## src/rtl/mux.sv

```systemverilog
// Two-input mux with registered copies of the output and select, plus select-change tracking.
// Optional registered parity output par_q is built only when MUX_PARITY_EN is defined.
module mux #(
  parameter int WIDTH = 1,
  parameter int CNT_W = 8
) (
  input  logic             clk,
  input  logic             rst_n,
  input  logic [WIDTH-1:0] a,
  input  logic [WIDTH-1:0] b,
  input  logic             s,
  output logic [WIDTH-1:0] y,
  output logic [WIDTH-1:0] y_q,
  output logic             s_q,
  output logic             sw_pulse,
`ifdef MUX_PARITY_EN
  output logic             par_q,
`endif
  output logic [CNT_W-1:0] sw_cnt
);

  logic sel_change;
  logic cnt_sat;

  // y stays purely combinational so it keeps following the inputs even while reset is held.
  assign y          = s ? b : a;
  assign sel_change = (s != s_q);
  assign cnt_sat    = (sw_cnt == {CNT_W{1'b1}});

  always_ff @(posedge clk) begin
    if (!rst_n) begin
      y_q      <= '0;
      s_q      <= 1'b0;
      sw_pulse <= 1'b0;
      sw_cnt   <= '0;
    end else begin
      y_q      <= y;
      s_q      <= s;
      sw_pulse <= sel_change;
      // Saturate rather than wrap so a long-running count never reads as small.
      if (sel_change && !cnt_sat) begin
        sw_cnt <= sw_cnt + CNT_W'(1);
      end
    end
  end

`ifdef MUX_PARITY_EN
  always_ff @(posedge clk) begin
    if (!rst_n) begin
      par_q <= 1'b0;
    end else begin
      par_q <= ^y;
    end
  end
`endif

endmodule

```

## config.mk

```make
export PLATFORM = sky130hd
export DESIGN_NAME = mux
export DESIGN_NICKNAME = d
export VERILOG_FILES = /design/src/rtl/mux.sv
export SDC_FILE = /design/constraint.sdc
export NUM_CORES = 1
export LEC_CHECK = 0
export BUFFER_PORTS_ARGS = -buffer_cell sky130_fd_sc_hd__buf_2
export CAP_MARGIN = 15
export CORE_MARGIN = 3
export CORE_UTILIZATION = 35
export CTS_CLUSTER_SIZE = 14
export DETAILED_ROUTE_END_ITERATION = 10
export PLACE_DENSITY_LB_ADDON = 0.05
export SETUP_SLACK_MARGIN = 0.3
export SLEW_MARGIN = 20
export SYNTH_ARGS = -nofsm -noshare
export SYNTH_HDL_FRONTEND = slang
export SYNTH_SLANG_ARGS = --single-unit
```

## constraint.sdc

```tcl
create_clock -name clk -period 3.81 [get_ports clk]
set_clock_uncertainty 0.1 [all_clocks]
set_input_delay 0.5715 -clock clk [delete_from_list [all_inputs] [get_ports clk]]
set_output_delay 0.5715 -clock clk [all_outputs]
set_load 0.02 [all_outputs]
```

==> run summary, run 1 <==
status: complete, no violations
largest net degree at the start of global routing: 11
pwr dens: 373.1 nW/µm²
most frequent cells in the layout: buf_2, dfxtp_1, nand2_1
Slowest cell on crit path: mux2_2
Avg Inst Size Synth: 9.236 µm²
worst vdd ir: 0.0001936 V
Worst Hold Path EP: sw_cnt[1]
mapped cell area: 508.0 µm²
share of the synthesized area in the top cell type: 0.4335
drt pass-1 iters: 2
Final Hold Viols: 0
gpl congestion: 0.7470
RSZ-0062 raised after global routing: no
minimum hold slack: 0.4053 ns
combinational fraction of design power: 0.140
# IOs: 17
Yosys reg bits: 11
dpl cell area: 603.1 µm²
wirelength, routed: 1.039 mm
Routed Antenna Nets: 0
CTS Hold Bufs: 0
Via density: 5.449
Die Width: 44.10 µm
worst hold-check path type: flip-flop to flip-flop
reg2reg end: sw_cnt[3]
vias: 485
Initial Util: 0.3809
CP dominant cell by count: buf_2
Skew-Pair Late Insertion Delay: 0.27 ns
dpl ws: 1.937 ns
Syn Nets: 61
slowest stage delay, CP: 0.34 ns
sequential share of the synthesized area: 0.4335
Clock power frac: 0.329
cell leakage power: 0.2900 nW
CTS tree: built
Max Cap Violations: 0
port buffer count: 16
hold wc startpoint: sw_cnt[1]
Synth-to-Final Area Change: 23.89%
Sw Ratio: 0.2617
grt ovf: 0
Worst Reg-to-Reg Cells: 4
Final period util: 0.4897
CP max FO: 4
GRT Util Overall: 0.1256
Site Rows: 13
height of the die: 44.10 µm
Die Area: 1944 µm²
Final HPWL DP: 785.3 µm
initial antenna violation count: 0
CP cell instances: buf_2 -> mux2_2 -> buf_2
Setup Crit Path Kind: input port to output pin
worst path required time: 3.14 ns
Final setup viols: 0
worst setup slack after layout: 1.944 ns
register-to-register setup slack: 2.18 ns
TritonCTS Buffers: 3
crit path DAT: 1.19 ns
Final Critical Period: 1.866 ns
cell count after synthesis: 55
most common cell after layout, fill and taps aside: buf_2
WL per Instance: 11.67 µm
# diodes: 0
core area: 1334 µm²
worst slew pin tran: 0.5745 ns
Startpoint Class: input port
Hold Path Depth: 2
Clock Path Buffers: 2
CTS clk-pin slew, worst paths: 0.07 ns
share of layout cells above drive strength 1: 0.2838
Post-CTS Resized: 0
number of global-route vias before repair: 393
Flop pwr share: 0.531
net switching power figure: 0.00006144 W
Post-CTS Setup Inserts: 0
YS warnings: 0
DRC: 0
final std cells w/o fill: 89
Final nets: 81
top cell type by total area after synthesis: dfxtp_1
DR iter-0 viols: 6
final instance area: 629.4 µm²
CTS root buf: clkbuf_4
Setup TNS: 0 ns
CTS sink cnt: 11
P_int: 0.0001734 W
first-pass GRT wire length: 1.725 mm
Final Max Slew Viols: 0
Max Clk Rate: 535.9 MHz
# placed instances: 85
nature of the critical path endpoint: output pin
H-tree depth: 1
Netlist cell types: 26
Area contributors post-synth: dfxtp_1, mux2i_1, a21oi_1
Reg2Reg Launch Point: sw_cnt[0]
max_slew headroom: 0.6142
==> flip-flops by register name, indices dropped and copies added (netlist names) <==
name,cells
sw_cnt,8
s_q,1
y_q,1
sw_pulse,1
==> power by group through the flow <==
stage               logic [W]  clock network (W)  registers (W)
global placement    0.0000332                  0       0.000127
detailed placement  0.0000331                  0       0.000127
global route        0.0000364          0.0000881       0.000126
CTS                 0.0000332          0.0000818       0.000125
floorplan           0.0000159                  0       0.000134
finish              0.0000329          0.0000772       0.000125
==> how the worst max path moves through the flow <==
stage | depth (start not counted) | slack, ns | start | to
final | 3 | 1.94 | s | y
after global routing | 3 | 1.92 | s | y
after CTS | 3 | 1.94 | s | y
after detailed placement | 3 | 1.94 | s | y
after global placement | 3 | 1.95 | s | y
after floorplan | 4 | 2.17 | sw_cnt[0] | sw_cnt[4]
==> cell usage after synthesis <==
master	count
clkbuf_1	1
xnor2_1	1
and3_1	2
mux2i_1	3
and2_2	1
nand3_1	2
o211a_1	1
a41oi_1	1
a311oi_1	1
dfxtp_1	11
mux2_2	1
a21oi_1	4
nand2_1	5
nand2b_1	3
or4_1	1
and2_1	1
ha_1	1
nor2_1	2
a31oi_1	1
inv_1	2
xor2_1	1
nor2b_1	1
a2111oi_0	2
and4_1	1
a211oi_1	2
nor3_1	3
==> cell families after synthesis <==
logic type | count (synthesis) | synth area share
AND/OR/NAND/NOR | 22 | 0.2340
AO/OA/AOI/OAI | 12 | 0.1700
flip-flops | 11 | 0.4335
multiplexers | 4 | 0.08128
XOR/XNOR | 2 | 0.03449
buffers and inverters | 3 | 0.02217
adder cells (fa/ha/maj) | 1 | 0.02463
==> critical path, delay by kind of cell <==
kind / cells / cell delay, ns
buf+inv: 2 / 0.28
mux: 1 / 0.34
==> stage by stage <==
stage / total power [W] / utilization
final: 0.0002348 / 0.4719
after global placement: 0.0001605 / 0.4522
after CTS: 0.0002398 / 0.4719
after global routing: 0.0002502 / 0.4719
after detailed placement: 0.0001606 / 0.4522
after floorplan: 0.0001494 / -
==> layer usage <==
| layer | track usage | vias to the layer above | routed length, µm |
|---|---|---|---|
| met5 | 0 | - | 0 |
| met4 | 0.1084 | 0 | 36 |
| met3 | 0.04065 | 5 | 67 |
| met2 | 0.1744 | 14 | 441 |
| met1 | 0.1538 | 222 | 493 |
| li1 | - | 244 | - |
==> area by class of cell <==
class                      instances  area, µm²
clock buffer                       4      26.28
tap                               15      18.77
multi-input combinational         41      276.5
timing repair buffer              16      80.08
inverter                           2      7.507
fill                             137      704.4
sequential                        11      220.2
Note: power is estimated with default switching activity, not from simulation.
==> run 2: changes to the inputs <==
- clock period: 3.81 -> 1.8 ns (I/O delays scaled with it)
==> run 2 against run 1 <==
Critical path depth is 1 higher. Largest power group unchanged. Clock power is 120% higher. Register-to-register slack worse by 1.8 ns. Design area is 8.0% higher. Critical endpoint is now sw_cnt[0]. Hold slack worse by 0.19 ns. Clock-buffer cell count stayed put. Global-route usage is 0.42 points higher. Sequential share of layout area is 1.5 points lower. Combinational power is 130% higher.
==> run summary, run 2 (synthesis gave the netlist of run 1 again) <==
CTS Hold Bufs: 0 (unchanged)
Final setup viols: 0 (unchanged)
TritonCTS Buffers: 3 (unchanged)
Post-CTS Resized: 2 (+2)
Site Rows: 13 (unchanged)
crit path DAT: 1.52 ns (+0.33 ns)
Initial Util: 0.3809 (unchanged)
nature of the critical path endpoint: flip-flop
max_slew headroom: 0.7173 (+0.1031)
initial antenna violation count: 0 (unchanged)
max reg flops: 8 (unchanged)
CTS tree: built
# diodes: 0 (unchanged)
height of the die: 44.10 µm (unchanged)
status: complete, no violations
Setup TNS: 0 ns (unchanged)
Die Area: 1944 µm² (unchanged)
core area: 1334 µm² (unchanged)
Setup Crit Path Kind: flip-flop to flip-flop
Skew-Pair Late Insertion Delay: 0.26 ns (about the same)
Seq. cell area: 227.7 µm² (+3.4%)
vias: 501 (+3.3%)
Final period util: 0.7952
gpl congestion: 0.7209 (-3.5%)
Max Cap Violations: 0 (unchanged)
Final nets: 82 (+1.2%)
drt pass-1 iters: 4 (+2)
grt ovf: 0 (unchanged)
worst hold-check path type: input port to flip-flop
share of layout cells above drive strength 1: 0.4133 (+0.1295)
Max Clk Rate: 698.6 MHz
CP max FO: 6 (+2)
worst slew pin tran: 0.4219 ns (-0.1526 ns)
DRC: 0 (unchanged)
CTS sink cnt: 11 (unchanged)
Routed Antenna Nets: 0 (unchanged)
pwr dens: 752.8 nW/µm² (+100%)
Clock Path Buffers: 2 (unchanged)
Final Hold Viols: 0 (unchanged)
wirelength, routed: 1.154 mm (+11%)
total power: 0.0005115 W (+120%)
Die Width: 44.10 µm (unchanged)
RSZ-0062 raised after global routing: yes
most common cell after layout, fill and taps aside: buf_2
Startpoint Class: flip-flop
cell leakage power: 0.3018 nW (+4.1%)
number of global-route vias before repair: 437 (+11%)
Biggest register: sw_cnt
Final Max Slew Viols: 0 (unchanged)
CTS root buf: clkbuf_4
CTS clk-pin slew, worst paths: 0.07 ns (about the same)
Multi-input gate area: 311.5 µm² (+13%)
Synth-to-Final Area Change: 33.74%
Fillers: 134 (-2.2%)
Final Critical Period: 1.431 ns
Post-CTS Setup Inserts: 0 (unchanged)
# IOs: 17 (unchanged)
most frequent cells in the layout: buf_2, dfxtp_1, nand2_1, a21oi_1
worst path required time: 1.89 ns (-1.25 ns)
dpl cell area: 615.6 µm² (+2.1%)
GRT Util Overall: 0.1298 (+0.004188)
final instance area: 679.4 µm² (+8.0%)
DR iter-0 viols: 6 (unchanged)
port buffer count: 16 (unchanged)
H-tree depth: 1 (unchanged)
worst vdd ir: 0.0003508 V (+81%)
WL per Instance: 12.82 µm (+9.8%)
first-pass GRT wire length: 1.842 mm (+6.8%)
Via density: 5.567 (+2.2%)
largest net degree at the start of global routing: 11 (unchanged)
==> run 2: changes by cell type in the layout (fill, tap and decap cells not counted), sizes merged <==
cell,change
buf,+1
==> run 2: layer usage <==
layer	routed length, µm	global-route usage	vias to the layer above
met2	522	0.1831	17
met5	0	0	-
met3	78	0.05285	2
met4	12	0.06627	0
li1	-	-	244
met1	541	0.1687	238
==> run 2: metrics by stage <==
| step | instances | util | hold slack [ns] | setup WS, ns |
|---|---|---|---|---|
| after floorplan | 55 | - | 0.3062 | 0.3134 |
| after global placement | 86 | 0.4615 | 0.3714 | 0.2441 |
| after detailed placement | 86 | 0.4615 | 0.3778 | 0.2460 |
| after CTS | 90 | 0.4859 | 0.1856 | 0.2940 |
| after global routing | 90 | 0.5094 | 0.2227 | 0.2688 |
| final | 90 | 0.5094 | 0.2165 | 0.3686 |
==> run 2: cell type report <==
| cell class | count | area share |
|---|---|---|
| inverters | 2 | 0.01105 |
| repair buffers | 17 | 0.1289 |
| flip-flops and latches | 11 | 0.3352 |
| multi-input cells | 41 | 0.4586 |
| well taps | 15 | 0.02762 |
| clock buffers | 4 | 0.03867 |
==> run 2: power breakdown <==
part	switching, W	total, W	internal (W)
sequential	0.0000129	0.000269	0.000256
clock	0.0000811	0.000167	0.0000856
combinational	0.0000455	0.0000758	0.0000302
total	0.000140	0.000511	0.000372
==> run 2: path summary, 6_finish.rpt <==
path,startpoint,to,slack [ns],depth (start not counted)
max,sw_cnt[0],sw_cnt[0],0.37,4
min,rst_n,sw_cnt[6],0.22,2
max reg2reg,sw_cnt[0],sw_cnt[0],0.37,4
min reg2reg,sw_cnt[1],sw_cnt[1],0.40,2
==> run 2: critical path, cell delays in order, from the launching register on <==
cell	delay [ns]
dfxtp_4	0.37
ha_4	0.16
and3_1	0.23
a21oi_1	0.29
mux2i_1	0.21
==> run 3: changes to the inputs <==
- clock period: 1.8 -> 1.43 ns (I/O delays scaled with it)
==> run 3 against run 2 <==
Clock power is 28% higher. Die area unchanged. First-iteration DRC count grew 33%. Power is 39% higher. Utilization increased by 22 points. Sequential power up 21%. Maximum frequency increased by 7.2%. Critical endpoint is now sw_cnt[6].
==> run summary, run 3 (synthesis gave the netlist of run 1 again) <==
status: complete, no violations
GRT Util Overall: 0.1716 (+0.04176)
DR iter-0 viols: 8 (+2)
vias: 550 (+9.8%)
pwr dens: 730.0 nW/µm² (-3.0%)
Initial Util: 0.3809 (unchanged)
worst vdd ir: 0.0006551 V (+87%)
nature of the critical path endpoint: flip-flop
core area: 1334 µm² (unchanged)
number of global-route vias before repair: 526 (+20%)
Final Max Slew Viols: 0 (unchanged)
Skew-Pair Late Insertion Delay: 0.27 ns (about the same)
max_slew headroom: 0.8158 (+0.09847)
CTS sink cnt: 11 (unchanged)
register-to-register setup slack: 0.09 ns (-0.27 ns)
gpl congestion: 0.7570 (+5.0%)
# IOs: 17 (unchanged)
Startpoint Class: flip-flop
grt ovf: 0 (unchanged)
crit path DAT: 1.40 ns (-0.12 ns)
worst hold-check path type: input port to flip-flop
Routed Antenna Nets: 0 (unchanged)
RSZ-0062 raised after global routing: yes
hold wc startpoint: s
H-tree depth: 1 (unchanged)
Slowest cell on crit path: or4_4
Clock Path Buffers: 2 (unchanged)
Final setup viols: 0 (unchanged)
Setup Crit Path Kind: flip-flop to flip-flop
Hold Path Depth: 2 (unchanged)
cell leakage power: 0.4111 nW (+36%)
Die Width: 44.10 µm (unchanged)
Final nets: 95 (+16%)
height of the die: 44.10 µm (unchanged)
WL per Instance: 14.83 µm (+16%)
Die Area: 1944 µm² (unchanged)
dpl cell area: 696.9 µm² (+13%)
first-pass GRT wire length: 2.497 mm (+36%)
CTS root buf: clkbuf_4
largest net degree at the start of global routing: 11 (unchanged)
CTS clk-pin slew, worst paths: 0.07 ns (about the same)
share of layout cells above drive strength 1: 0.6705 (+0.2571)
# diodes: 0 (unchanged)
port buffer count: 16 (unchanged)
CP max FO: 2 (-4)
total power: 0.0007115 W (+39%)
final instance area: 974.7 µm² (+43%)
Synth-to-Final Area Change: 91.87%
Max Cap Violations: 0 (unchanged)
Via density: 5.340 (-4.1%)
slowest stage delay, CP: 0.52 ns (+0.15 ns)
Reg2Reg Launch Point: sw_cnt[7]
CP cell instances: nand2b_4 -> or4_4 -> o211a_1
Max Clk Rate: 748.7 MHz (+7.2%)
drt pass-1 iters: 4 (unchanged)
worst slew pin tran: 0.2763 ns (-0.1456 ns)
Site Rows: 13 (unchanged)
worst path required time: 1.49 ns (-0.40 ns)
Final Critical Period: 1.336 ns (-0.09567 ns)
initial antenna violation count: 0 (unchanged)
CTS tree: built
DRC: 0 (unchanged)
most common cell after layout, fill and taps aside: buf_4
Final period util: 0.9341 (+0.1389)
Worst Hold Path EP: s_q
TritonCTS Buffers: 3 (unchanged)
Fillers: 108 (-19%)
wirelength, routed: 1.527 mm (+32%)
reg2reg end: sw_cnt[6]
max reg flops: 8 (unchanged)
Worst Reg-to-Reg Cells: 3 (-1)
most frequent cells in the layout: buf_4, buf_6, dfxtp_4
Final Hold Viols: 0 (unchanged)
Biggest register: sw_cnt
Final HPWL DP: 876.7 µm
Setup TNS: 0 ns (unchanged)
-- run 3: area by class of cell --
cell class                 count  area [µm²]  area share
clock buffer                   4       26.28     0.02696
inverter                       2       7.507    0.007702
multi-input combinational     41       412.9      0.4236
sequential                    11       251.5      0.2580
tap                           15       18.77     0.01926
timing repair buffer          30       257.7      0.2644
-- run 3: report_power, final --
part           total [W]  switching, W  leakage [nW]  internal [W]
logic           0.000173     0.0000822         0.300     0.0000907
registers       0.000325     0.0000130        0.0963      0.000312
clock network   0.000213      0.000105        0.0150      0.000108
total           0.000711      0.000200         0.411      0.000511
-- run 3: how the worst max path moves through the flow --
stage	start	endpoint	slack, ns	cells after the start
6_report	sw_cnt[7]	sw_cnt[6]	0.09	3
5_1_grt	sw_cnt[4]	sw_cnt[4]	0.03	3
4_1_cts	sw_cnt[7]	sw_cnt[6]	0.09	3
3_5_place_dp	s	sw_cnt[6]	0.04	4
3_3_place_gp	sw_cnt[6]	sw_cnt[4]	0.04	3
2_1_floorplan	s_q	sw_cnt[6]	0.05	3
-- run 3: through the flow --
step,setup WS [ns],cells,hold slack (ns),utilization
after floorplan,0.04777,55,0.2502,-
after global placement,0.03861,88,0.3827,0.5225
after detailed placement,0.04358,88,0.3909,0.5225
after CTS,0.09489,97,0.1096,0.6407
after global routing,0.02962,103,0.1057,0.7308
final,0.09430,103,0.1162,0.7308
-- run 3: worst max-delay path, delay by kind of cell, from the launching register on --
family | cells | cell delay [ns]
simple gates | 2 | 0.65
flops | 1 | 0.35
compound gates | 1 | 0.13
-- run 3: metal layers --
metal / GRT usage / wire, µm / vias up
met5: 0 / 0 / -
met4: 0.01807 / 0 / 0
met1: 0.2060 / 638 / 258
met2: 0.2994 / 784 / 22
li1: - / - / 270
met3: 0.06504 / 105 / 0
-- run 3: what timing repair did --
action	in CTS	in global routing
setup buffers	5	6
hold buffers	0	0
endpoints found under the setup margin	15	18
resized for setup	22	20
pin swaps	8	8
